===== config.mk =====
export PLATFORM = sky130hd
export DESIGN_NAME = adder_arbiter
export DESIGN_NICKNAME = d
export VERILOG_FILES = /design/src/rtl/adder_arb_pkg.sv /design/src/rtl/carry_select_adder.sv /design/src/rtl/adder_arbiter.sv
export SDC_FILE = /design/constraint.sdc
export NUM_CORES = 1
export LEC_CHECK = 0
export BUFFER_PORTS_ARGS = -buffer_cell sky130_fd_sc_hd__buf_2
export CORE_ASPECT_RATIO = 0.7
export CORE_MARGIN = 1
export CORE_UTILIZATION = 49
export CTS_BUF_LIST = sky130_fd_sc_hd__clkbuf_8
export CTS_CLUSTER_DIAMETER = 200
export DETAILED_ROUTE_END_ITERATION = 12
export PLACE_DENSITY = 0.84
export SYNTH_ARGS = -nofsm -noshare
export SYNTH_HDL_FRONTEND = slang
export SYNTH_SLANG_ARGS = --single-unit

===== constraint.sdc =====
create_clock -name Clk -period 2.59 [get_ports Clk]
set_clock_uncertainty 0.15 [all_clocks]
set_input_delay 0.518 -clock Clk [delete_from_list [all_inputs] [get_ports Clk]]
set_output_delay 0.518 -clock Clk [all_outputs]
set_load 0.02 [all_outputs]

===== src/rtl/adder_arb_pkg.sv =====
// rtl/adder_arb_pkg.sv - shared width constant and FSM state encoding for adder_arbiter
package adder_arb_pkg;
  localparam int WIDTH = 16;

  typedef enum logic [1:0] {
    IDLE = 2'd0,
    ADD  = 2'd1,
    RESP = 2'd2
  } state_e;
endpackage


===== src/rtl/carry_select_adder.sv =====
// rtl/carry_select_adder.sv - unsigned WIDTH-bit carry-select adder with carry-out
import adder_arb_pkg::*;

module carry_select_adder (
  input  logic [WIDTH-1:0] A,
  input  logic [WIDTH-1:0] B,
  output logic [WIDTH-1:0] Sum,
  output logic             CO
);
  localparam int HALF = WIDTH / 2;

  logic [HALF:0] lo_sum;
  logic [HALF:0] hi_sum_c0;
  logic [HALF:0] hi_sum_c1;

  // Upper half is computed for both carry-ins and selected by the lower carry.
  assign lo_sum    = {1'b0, A[HALF-1:0]} + {1'b0, B[HALF-1:0]};
  assign hi_sum_c0 = {1'b0, A[WIDTH-1:HALF]} + {1'b0, B[WIDTH-1:HALF]};
  assign hi_sum_c1 = {1'b0, A[WIDTH-1:HALF]} + {1'b0, B[WIDTH-1:HALF]} + {{HALF{1'b0}}, 1'b1};

  assign Sum = {(lo_sum[HALF] ? hi_sum_c1[HALF-1:0] : hi_sum_c0[HALF-1:0]), lo_sum[HALF-1:0]};
  assign CO  = lo_sum[HALF] ? hi_sum_c1[HALF] : hi_sum_c0[HALF];
endmodule


===== src/rtl/adder_arbiter.sv =====
// rtl/adder_arbiter.sv - round-robin arbiter sharing one adder between two requesters
import adder_arb_pkg::*;

module adder_arbiter (
  input  logic             Clk,
  input  logic             Reset,
  input  logic             Req0,
  input  logic             Req1,
  input  logic [WIDTH-1:0] A0,
  input  logic [WIDTH-1:0] B0,
  input  logic [WIDTH-1:0] A1,
  input  logic [WIDTH-1:0] B1,
  output logic             Gnt0,
  output logic             Gnt1,
  output logic [WIDTH-1:0] Sum,
  output logic             CO,
  output logic             Done0,
  output logic             Done1,
  output logic             Busy
);
  state_e           state_q, state_d;
  logic [1:0]       gnt_q, gnt_d;
  logic             last_q, last_d;
  logic [WIDTH-1:0] opa_q, opa_d;
  logic [WIDTH-1:0] opb_q, opb_d;
  logic [WIDTH-1:0] sum_q, sum_d;
  logic             co_q, co_d;
  logic             winner;
  logic [WIDTH-1:0] add_sum;
  logic             add_co;

  carry_select_adder u_adder (
    .A   (opa_q),
    .B   (opb_q),
    .Sum (add_sum),
    .CO  (add_co)
  );

  always_comb begin
    state_d = state_q;
    gnt_d   = gnt_q;
    last_d  = last_q;
    opa_d   = opa_q;
    opb_d   = opb_q;
    sum_d   = sum_q;
    co_d    = co_q;
    // On a tie the requester that was not granted last wins.
    winner  = (Req0 && Req1) ? ~last_q : Req1;
    case (state_q)
      IDLE: begin
        if (Req0 || Req1) begin
          gnt_d   = winner ? 2'b10 : 2'b01;
          last_d  = winner;
          opa_d   = winner ? A1 : A0;
          opb_d   = winner ? B1 : B0;
          state_d = ADD;
        end
      end
      ADD: begin
        sum_d   = add_sum;
        co_d    = add_co;
        state_d = RESP;
      end
      RESP: begin
        gnt_d   = 2'b00;
        state_d = IDLE;
      end
      default: begin
        gnt_d   = 2'b00;
        state_d = IDLE;
      end
    endcase
  end

  always_ff @(posedge Clk or posedge Reset) begin
    if (Reset) begin
      state_q <= IDLE;
      gnt_q   <= 2'b00;
      last_q  <= 1'b1;
      opa_q   <= '0;
      opb_q   <= '0;
      sum_q   <= '0;
      co_q    <= 1'b0;
    end else begin
      state_q <= state_d;
      gnt_q   <= gnt_d;
      last_q  <= last_d;
      opa_q   <= opa_d;
      opb_q   <= opb_d;
      sum_q   <= sum_d;
      co_q    <= co_d;
    end
  end

  assign Gnt0  = gnt_q[0];
  assign Gnt1  = gnt_q[1];
  assign Done0 = (state_q == RESP) && gnt_q[0];
  assign Done1 = (state_q == RESP) && gnt_q[1];
  assign Busy  = (state_q != IDLE);
  assign Sum   = sum_q;
  assign CO    = co_q;
endmodule


==> results of run 1 <==
==> sequential cells by signal (all words and copies together), names as in the netlist <==
| register | flops |
|---|---|
| Sum | 16 |
| opa_q | 16 |
| opb_q | 16 |
| gnt_q | 2 |
| state_q | 2 |
| CO | 1 |
| last_q | 1 |
==> cell usage after synthesis (all sizes together) (2+ instances only) <==
cell	number	area share [%]
and3b	2	0.56
mux2i	30	9.6
o22ai	2	0.40
nor3	5	0.96
buf	5	1.0
a21o	6	1.5
a211o	4	1.1
a21oi	15	2.4
xnor2	7	2.0
and2b	2	0.56
nand3	3	0.48
clkbuf	10	1.2
nand2	60	7.2
ha	17	6.8
a32oi	4	1.1
inv	8	0.96
o21ai	49	7.8
nor2	10	1.2
a211oi	4	0.96
nand2b	3	0.60
dfrtp	53	42
fa	2	1.3
xor2	7	2.2
a22oi	2	0.48
o21a	5	1.2
==> critical path: cells and delay by family (launching register included) <==
family | cells | cell delay (ns)
compound gates | 3 | 0.99
fa+ha+maj | 2 | 0.53
flops | 1 | 0.42
simple gates | 1 | 0.22
mux | 1 | 0.21
==> worst paths after layout <==
kind	to	cells past startpoint
max	CO	7
min	Sum[7]	2
min reg2reg	Sum[0]	2
max in group asynchronous	last_q	3
min in group Clk	opb_q[15]	3
max reg2reg	CO	7
==> per-stage QoR <==
stage          util (%)  cells  hold WS (ns)  instance area [sq um]
2_1_floorplan         -    327         0.293                   3130
3_3_place_gp       62.9    486         0.306                   3730
3_5_place_dp       62.9    486         0.309                   3730
4_1_cts            64.9    496         0.112                   3850
5_1_grt            65.8    500         0.126                   3900
6_report           65.8    500        0.0874                   3900
==> power breakdown <==
part	total, mW	internal (mW)	switching, mW
Sequential	1.59	1.28	0.308
Combinational	3.65	1.56	2.09
Clock	0.492	0.215	0.277
Total	5.73	3.06	2.67
==> cells by family after synthesis <==
logic type / count (synthesis) / share of synthesized area (%)
xor gates and xnor gates: 14 / 4.16
muxes: 30 / 9.59
DFF: 54 / 43.2
AOI/OAI and AO/OA: 100 / 19.9
and+or+nand+nor: 87 / 12.0
buffers and inverters: 23 / 3.16
adders and majority gates: 19 / 8.07
==> cell type report <==
cell class	count	area, sq um
Sequential cell	54	1350
Clock inverter	2	12.5
Inverter	8	30.0
Clock buffer	6	82.6
Timing Repair Buffer	105	591
Tap cell	75	93.8
Fill cell	493	2030
Multi-Input combinational cell	250	1740
==> what timing repair did <==
action | 4_1_cts | 5_1_grt
gates resized for setup | 2 | 5
setup buffers | 2 | 4
pin swaps | 3 | 3
endpoints found under the setup margin | 2 | 4
==> per-layer routing <==
| metal | GRT usage, % | up-vias |
|---|---|---|
| met3 | 4.64 | 8 |
| met1 | 31.3 | 1242 |
| li1 | - | 1352 |
| met4 | 6.80 | 0 |
| met2 | 34.8 | 90 |
| met5 | 0 | - |
==> implementation parameters, run 1 <==
Parameter                              Value

Drt
  Detailed-routing wirelength on met1 ... 3560 um
  Starting DRT DRC Count ... around 200
  Via count of the routed design ... roughly 2700
  Routed via count divided by cell count ... between 5 and 6
  Number of nets with antenna violations after routing ... 0
  DR WL/cell ... ~15 um
  Number of search-and-repair iterations in the first detailed-routing pass ... 4
  Met3 wirelength from detailed routing ... ~460 um
  DRC Markers ... 0
  Uppermost metal layer occupied by signal nets ... met4
  Routed met2 length ... between 3000 and 4000 um
  Sum of routed wire length over all layers ... slightly above 7000 um

Floorplan
  Effective utilization at floorplan ... 52.8%
  Top-Level Pins ... 90
  Die area ... around 6700 sq um
  Site row count ... 23
  Height of the die ... between 60 and 70 um
  Floorplan Core Area ... 5930 sq um
  Width of the chip ... about 100 um

Logic synthesis
  Syn. warnings ... 0
  Top FF cell, synth ... dfrtp_1
  Synthesized area divided by synthesized cell count ... ~9.6 sq um
  Synthesized flop and latch total ... 54
  Net count after synthesis ... roughly 410
  Synth Cell Area ... 3130 sq um
  Unique masters post-synth ... 43
  Proportion of synthesized chip area in sequential cells ... about 43%
  Post-synth EDFFs ... 0
  Synthesized instance count ... around 330
  Async S/R FF share, synth ... 100%

Layout
  Final Net Count ... ~510
  Number of antenna repair diodes ... 0
  Top library cells by usage in the layout, fill and taps aside ... buf_2, nand2_1, dfrtp_1, o21ai_0, mux2i_1
  Leading cell type in the layout, fill and taps excluded ... buf_2
  Area added between synthesis and finish ... 24.5%
  Fraction of layout instances using a drive strength above 1 ... 31.1%

Clocking
  Number of hold buffers added after CTS ... 0
  Max clock buf depth ... 2
  Root Driver ... clkbuf_8
  Maximum level of the CTS H-tree ... 2
  Clock transition at the registers of the reported paths ... roughly 0.1 ns
  Num CTS Buffers ... 5
  Latest clock arrival within the worst-skew pair ... roughly 0.31 ns
  CTS tree ... built
  Clock sinks ... 54

STA
  Tightest Pin Transition ... between 0.6 and 0.7 ns
  RSZ-0062 raised after global routing ... true
  Final setup violation count ... 1
  Final WS setup ... -0.00601 ns
  Setup TNS Final ... -0.00601 ns
  Highest clock rate ... a little under 0.4 GHz
  Max Slew Vio Count ... 0
  Worst slew slack as a fraction of its limit ... between 50% and 60%
  Hold Violations, Final ... 0
  Min cycle time layout ... about 2.6 ns
  Period Utilization, post-route ... 100%

Worst setup path
  Crit. Startpoint ... opb_q[8]
  Critical path's slowest cell ... dfrtp_1
  Crit path launch type ... flip-flop
  Worst Path Class, Setup ... reg2reg
  Crit Path Max Fanout ... 4
  Reg2Reg Launch Point ... opb_q[8]
  Slowest stage delay, CP ... roughly 0.42 ns
  Arr. time, crit path ... approximately 2.7 ns
  Most numerous cell on the critical path ... a211o_1
  Worst path required time ... ~2.7 ns
  Worst-path cell chain ... ha_4, fa_2, a211o_1, a211o_1, a221o_1, nor3_2, mux2i_1
  Setup slack on the worst flop-to-flop path ... -0.006 ns
  Crit end category ... flip-flop

Global routing
  Antenna violations before repair ... 0
  Remaining Overflow, GRT ... 0
  Maximum number of pins on one net before global-route repair ... 34
  GRT Total Usage ... between 20% and 30%
  Global-route wire length before repair ... 11400 um
  Number of global-route vias before repair ... around 2400

Pwr
  Maximum vdd ir drop ... between 500 and 600 uV
  Leakage ... slightly below 2 nW
  Power density over the cells ... 1470 nW/um^2
  Post-layout power ... between 5 and 6 mW

Status
  Violated checks ... setup timing
  Result of the run ... complete, but fails checks

Hold path
  Worst hold path class ... in2async

Placement
  Placed wire-length estimate ... between 5000 and 6000 um
  Post-place setup slack ... -0.103 ns
  Count of input and output buffers ... 89
  Placer Congestion ... ~0.92

Run
  Max-Cap Viols ... 0
Power figures use the tool's default switching activity.
==> run 2, diff against run 1 <==
--- a/config.mk
+++ b/config.mk
@@ -8,11 +8,12 @@
 export BUFFER_PORTS_ARGS = -buffer_cell sky130_fd_sc_hd__buf_2
 export CORE_ASPECT_RATIO = 0.7
 export CORE_MARGIN = 1
-export CORE_UTILIZATION = 49
+export CORE_UTILIZATION = 50
 export CTS_BUF_LIST = sky130_fd_sc_hd__clkbuf_8
 export CTS_CLUSTER_DIAMETER = 200
 export DETAILED_ROUTE_END_ITERATION = 12
-export PLACE_DENSITY = 0.84
+export GPL_TIMING_DRIVEN = 1
+export PLACE_DENSITY = 0.82
 export SYNTH_ARGS = -nofsm -noshare
 export SYNTH_HDL_FRONTEND = slang
 export SYNTH_SLANG_ARGS = --single-unit
==> constraint.sdc (replaced) <==
create_clock -name Clk -period 2.5 [get_ports Clk]
set_clock_uncertainty 0.15 [all_clocks]
set_input_delay 0.5 -clock Clk [delete_from_list [all_inputs] [get_ports Clk]]
set_output_delay 0.5 -clock Clk [all_outputs]
set_load 0.02 [all_outputs]
==> run 2 against run 1 <==
  * The flow still finishes with violations (setup timing)
  * Clock-buffer cell count is the same
  * Global-route usage up 2.2 points
  * Via count up 1.8%
  * Total power increased by 5.5%
  * Die area down 2.0%
  * Clock power up 8.1%
==> implementation parameters, run 2 (same netlist as run 1, synthesis figures left out) <==
Parameter                              Value

Clocking
  Clock transition at the registers of the reported paths ... 0.10 ns (about the same)
  Maximum level of the CTS H-tree ... 2 (unchanged)
  Latest clock arrival within the worst-skew pair ... 0.32 ns (about the same)
  Max clock buf depth ... 2 (unchanged)
  CTS tree ... built
  Num CTS Buffers ... 5 (unchanged)
  Root Driver ... clkbuf_8
  Clock sinks ... 54 (unchanged)

STA
  Worst slew slack as a fraction of its limit ... 71.0% (+18 points)
  Final WS setup ... -0.121 ns (-0.115 ns)
  Tightest Pin Transition ... 0.435 ns (-0.265 ns)
  Max Slew Vio Count ... 0 (unchanged)
  RSZ-0062 raised after global routing ... true
  Min cycle time layout ... 2.62 ns (+0.0246 ns)
  Post-route worst hold slack ... 0.0608 ns (-0.0267 ns)
  Setup TNS Final ... -0.218 ns (-0.212 ns)
  Final setup violation count ... 3 (+2)
  Period Utilization, post-route ... 105% (+4.6 points)
  Hold Violations, Final ... 0 (unchanged)
  Highest clock rate ... 0.382 GHz (-0.94%)

Drt
  DR WL/cell ... 14.8 um (+1.7%)
  Via count of the routed design ... 2740 (+1.8%)
  Number of search-and-repair iterations in the first detailed-routing pass ... 4 (unchanged)
  DRC Markers ... 0 (unchanged)
  Sum of routed wire length over all layers ... 7440 um (+2.6%)
  Routed via count divided by cell count ... 5.44 (+0.98%)
  Starting DRT DRC Count ... 201 (+1.5%)
  Number of nets with antenna violations after routing ... 0 (unchanged)

Layout
  Final Net Count ... 515 (+0.78%)
  Final Non-Filler Cells ... 504 (+0.80%)
  Fill cells ... 501 (+1.6%)
  Number of antenna repair diodes ... 0 (unchanged)
  Fraction of layout instances using a drive strength above 1 ... 31.9% (+0.88 points)
  Area added between synthesis and finish ... 25.4%
  Top library cells by usage in the layout, fill and taps aside ... buf_2, nand2_1, dfrtp_1, o21ai_0, mux2i_1
  Leading cell type in the layout, fill and taps excluded ... buf_2

Floorplan
  Die area ... 6590 sq um (-2.0%)
  Site row count ... 23 (unchanged)
  Top-Level Pins ... 90 (unchanged)
  Width of the chip ... 96.6 um (-0.98%)
  Effective utilization at floorplan ... 53.3% (+0.52 points)
  Height of the die ... 68.2 um (-0.98%)
  Floorplan Core Area ... 5870 sq um (-0.97%)

Placement
  Placed wire-length estimate ... 5570 um (+0.14%)
  Post-place setup slack ... -0.134 ns (-0.0308 ns)
  Placer Congestion ... 0.939 (+2.2%)
  Placed Cells ... 492 (+1.2%)
  Count of input and output buffers ... 89 (unchanged)

Global routing
  Global-route wire length before repair ... 11900 um (+4.1%)
  Antenna violations before repair ... 0 (unchanged)
  GRT Total Usage ... 24.4% (+2.2 points)
  Remaining Overflow, GRT ... 0 (unchanged)
  Number of global-route vias before repair ... 2512 (+5.8%)
  Maximum number of pins on one net before global-route repair ... 56 (+65%)

Worst setup path
  Crit end category ... flip-flop
  Crit path launch type ... flip-flop
  Worst path required time ... 2.59 ns (-0.09 ns)
  Crit Path Max Fanout ... 4 (unchanged)
  Setup slack on the worst flop-to-flop path ... -0.12 ns (-0.11 ns)
  Arr. time, crit path ... 2.71 ns (+0.03 ns)
  Worst Path Class, Setup ... reg2reg

Status
  Violated checks ... setup timing
  Result of the run ... complete, but fails checks

Pwr
  Post-layout power ... 6.05 mW (+5.5%)
  Power density over the cells ... 1540 nW/um^2 (+4.8%)
  Leakage ... 1.98 nW (+0.99%)
  Maximum vdd ir drop ... 496 uV (-14%)

Run
  Max-Cap Viols ... 0 (unchanged)

Hold path
  Worst hold path class ... in2async
[run 2: layer usage]
metal	global-route usage [%]	part of all wire, %	vias up	routed length (um)
met5	0	0	-	0
li1	-	-	1361	-
met1	34.4	48	1260	3590
met2	37.3	44	105	3290
met4	9.01	1.7	0	127
met3	4.78	5.8	14	432
[run 2: cell type report]
type | count | area, sq um | share of cell area [%]
inverters | 8 | 30.0 | 0.765
multi-input cells | 250 | 1730 | 44.1
clock inverters | 2 | 16.3 | 0.414
repair buffers | 109 | 621 | 15.8
flip-flops and latches | 54 | 1350 | 34.5
well taps | 75 | 93.8 | 2.39
clock buffers | 6 | 82.6 | 2.10
[run 2: critical path: stages (launching register included)]
cell	delay (ns)
dfrtp_1	0.40
ha_2	0.21
fa_2	0.36
a211o_1	0.29
a211o_1	0.28
a221o_1	0.41
nor3_2	0.24
mux2i_1	0.20
[run 2: path summary, 6_finish.rpt]
kind                            startpoint       end  cells after the start
worst max-delay path              opb_q[8]        CO                      7
max in group asynchronous            Reset    last_q                      3
worst min register to register      Sum[1]    Sum[1]                      2
worst max register to register    opb_q[8]        CO                      7
min in group Clk                     B0[0]  opb_q[0]                      3
worst min-delay path                 Reset    Sum[2]                      3
[run 2: power breakdown]
part,internal [mW],switching (mW)
sequential,1.32,0.318
clock,0.229,0.303
combinational,1.67,2.20
total,3.23,2.82
[run 2: metrics by stage]
step | utilization, % | instance area, sq um
2_1_floorplan | - | 3140
3_3_place_gp | 64.3 | 3770
3_5_place_dp | 64.3 | 3770
4_1_cts | 66.3 | 3890
5_1_grt | 66.9 | 3930
6_report | 66.9 | 3930
[run 2: timing repair]
action	CTS	global route
gates resized for setup	1	7
endpoints found under the setup margin	3	7
pin swaps	3	1
hold buffers	0	0
setup buffers	2	2
==> run 3, diff against run 2 <==
--- a/config.mk
+++ b/config.mk
@@ -14,6 +14,7 @@
 export DETAILED_ROUTE_END_ITERATION = 12
 export GPL_TIMING_DRIVEN = 1
 export PLACE_DENSITY = 0.82
+export RECOVER_POWER = 50
 export SYNTH_ARGS = -nofsm -noshare
 export SYNTH_HDL_FRONTEND = slang
 export SYNTH_SLANG_ARGS = --single-unit
==> run 3 against run 2 <==
  * The flow still finishes with violations (setup timing)
  * Sequential share of layout area rose by 0.27 points
  * Via count is 0.29% higher
  * Clock power is essentially flat
  * Global-route usage did not move
  * Core utilization decreased by 0.51 points
  * Sequential power barely moved
  * Final area down 0.76%
  * Total power fell by 0.46%
  * First-iteration DRC count increased by 1.0%
  * Fmax up 0.27%
  * Die area unchanged
  * Highest routed layer unchanged
==> implementation parameters, run 3 (same netlist as run 1, synthesis figures left out) <==
Parameter                              Value

Global routing
  GRT Total Usage ... 24.4% (unchanged)
  Global-route wire length before repair ... 11900 um (unchanged)
  Remaining Overflow, GRT ... 0 (unchanged)
  Maximum number of pins on one net before global-route repair ... 56 (unchanged)
  Number of global-route vias before repair ... 2512 (unchanged)
  Antenna violations before repair ... 0 (unchanged)

Placement
  Placed Cells ... 492 (unchanged)
  Cell area reported after detailed placement ... 3770 sq um (unchanged)
  Placer Congestion ... 0.939 (unchanged)
  Count of input and output buffers ... 89 (unchanged)
  Post-place setup slack ... -0.134 ns (unchanged)
  Placed wire-length estimate ... 5570 um (unchanged)

Drt
  Number of nets with antenna violations after routing ... 0 (unchanged)
  Sum of routed wire length over all layers ... 7420 um (-0.26%)
  Routed via count divided by cell count ... 5.45 (+0.29%)
  Via count of the routed design ... 2748 (+0.29%)
  Number of search-and-repair iterations in the first detailed-routing pass ... 4 (unchanged)
  Starting DRT DRC Count ... 203 (+1.0%)
  DR WL/cell ... 14.7 um (-0.26%)
  DRC Markers ... 0 (unchanged)

Floorplan
  Effective utilization at floorplan ... 53.3% (unchanged)
  Die area ... 6590 sq um (unchanged)
  Floorplan Core Area ... 5870 sq um (unchanged)
  Top-Level Pins ... 90 (unchanged)
  Width of the chip ... 96.6 um (unchanged)
  Site row count ... 23 (unchanged)
  Height of the die ... 68.2 um (unchanged)

Worst setup path
  Crit Path Max Fanout ... 4 (unchanged)
  Worst Path Class, Setup ... reg2reg
  Critical R2R Capture ... CO
  Arr. time, crit path ... 2.70 ns (about the same)
  Worst path required time ... 2.59 ns (about the same)
  Crit end category ... flip-flop
  Setup slack on the worst flop-to-flop path ... -0.11 ns (about the same)
  Number of cells on the worst reg-to-reg path ... 7 (unchanged)
  Reg2Reg Launch Point ... opb_q[8]
  Crit path launch type ... flip-flop

Layout
  Top library cells by usage in the layout, fill and taps aside ... buf_2, nand2_1, dfrtp_1, o21ai_0, mux2i_1
  Fill cells ... 503 (+0.40%)
  Final Non-Filler Cells ... 504 (unchanged)
  Leading cell type in the layout, fill and taps excluded ... buf_2
  Total non-filler cell area in the finished layout ... 3890 sq um (-0.76%)
  Final Net Count ... 515 (unchanged)
  Number of antenna repair diodes ... 0 (unchanged)
  Fraction of layout instances using a drive strength above 1 ... 31.2% (-0.70 points)
  Area added between synthesis and finish ... 24.4%

STA
  Period Utilization, post-route ... 105% (-0.28 points)
  Final WS setup ... -0.113 ns (+0.00712 ns)
  Tightest Pin Transition ... 1.30 ns (+0.869 ns)
  Setup TNS Final ... -0.203 ns (+0.0155 ns)
  Worst slew slack as a fraction of its limit ... 13.1% (-58 points)
  Highest clock rate ... 0.383 GHz (+0.27%)
  Final setup violation count ... 2 (-1)
  Min cycle time layout ... 2.61 ns (-0.00712 ns)
  Hold Violations, Final ... 0 (unchanged)
  RSZ-0062 raised after global routing ... true
  Max Slew Vio Count ... 0 (unchanged)

Pwr
  Maximum vdd ir drop ... 497 uV (about the same)
  Power density over the cells ... 1550 nW/um^2 (+0.31%)
  Leakage ... 1.97 nW (-0.47%)

Clocking
  Maximum level of the CTS H-tree ... 2 (unchanged)
  Latest clock arrival within the worst-skew pair ... 0.32 ns (about the same)
  Num CTS Buffers ... 5 (unchanged)
  Clock sinks ... 54 (unchanged)
  Clock transition at the registers of the reported paths ... 0.10 ns (about the same)
  CTS tree ... built
  Max clock buf depth ... 2 (unchanged)
  Root Driver ... clkbuf_8
  Number of hold buffers added after CTS ... 0 (unchanged)

Hold path
  Min-Delay Path Depth ... 3
  Launch instance of the worst min-delay path ... B0[0]
  Worst hold path class ... in2reg
  Hold Path End ... opb_q[0]

Status
  Result of the run ... complete, but fails checks
  Violated checks ... setup timing

Run
  Max-Cap Viols ... 0 (unchanged)
run 3: worst max-delay path by stage:
stage	startpoint	to	slack [ns]	cells past startpoint
4_1_cts	opb_q[8]	CO	-0.13	7
2_1_floorplan	opb_q[8]	Sum[15]	-0.03	7
3_5_place_dp	opb_q[8]	Sum[15]	-0.13	7
3_3_place_gp	opb_q[8]	CO	-0.05	7
5_1_grt	opb_q[8]	CO	-0.21	7
6_report	opb_q[8]	CO	-0.11	7
run 3: timing repair:
action | CTS | global route
pin swaps | 3 | 1
setup buffers | 2 | 2
gates resized for setup | 1 | 7
endpoints found under the setup margin | 3 | 7
run 3: per-stage QoR:
step | power, mW | util [%] | hold slack, ns
after floorplan | 4.19 | - | 0.293
after global placement | 5.13 | 64.3 | 0.304
after detailed placement | 5.31 | 64.3 | 0.308
after CTS | 5.93 | 66.3 | 0.0716
after global routing | 6.57 | 66.3 | 0.243
final | 6.02 | 66.3 | 0.244
run 3: report_power, final:
part | switching, mW | internal [mW] | total, mW
logic | 2.19 | 1.66 | 3.85
clock network | 0.302 | 0.229 | 0.531
registers | 0.313 | 1.32 | 1.64
total | 2.81 | 3.21 | 6.02
run 3: cell type report:
type	instances	area, sq um	share of cell area, %
well taps	75	93.8	2.41
clock buffers	6	82.6	2.12
inverters	8	30.0	0.771
clock inverters	2	16.3	0.418
flip-flops and latches	54	1350	34.7
multi-input cells	250	1720	44.1
repair buffers	109	602	15.5
run 3: worst max-delay path, cell delays in order (launching register included):
cell and delay [ns]:
dfrtp_1 0.40, ha_2 0.21, fa_2 0.36, a211o_1 0.29, a211o_1 0.28, a221o_1 0.41
nor3_2 0.24, mux2i_1 0.20
run 3: metal layers:
layer	vias up	global-route usage [%]	wire, um
li1	1363	-	-
met1	1262	34.4	3600
met2	107	37.3	3280
met3	16	4.78	414
met4	0	9.01	132
met5	-	0	0
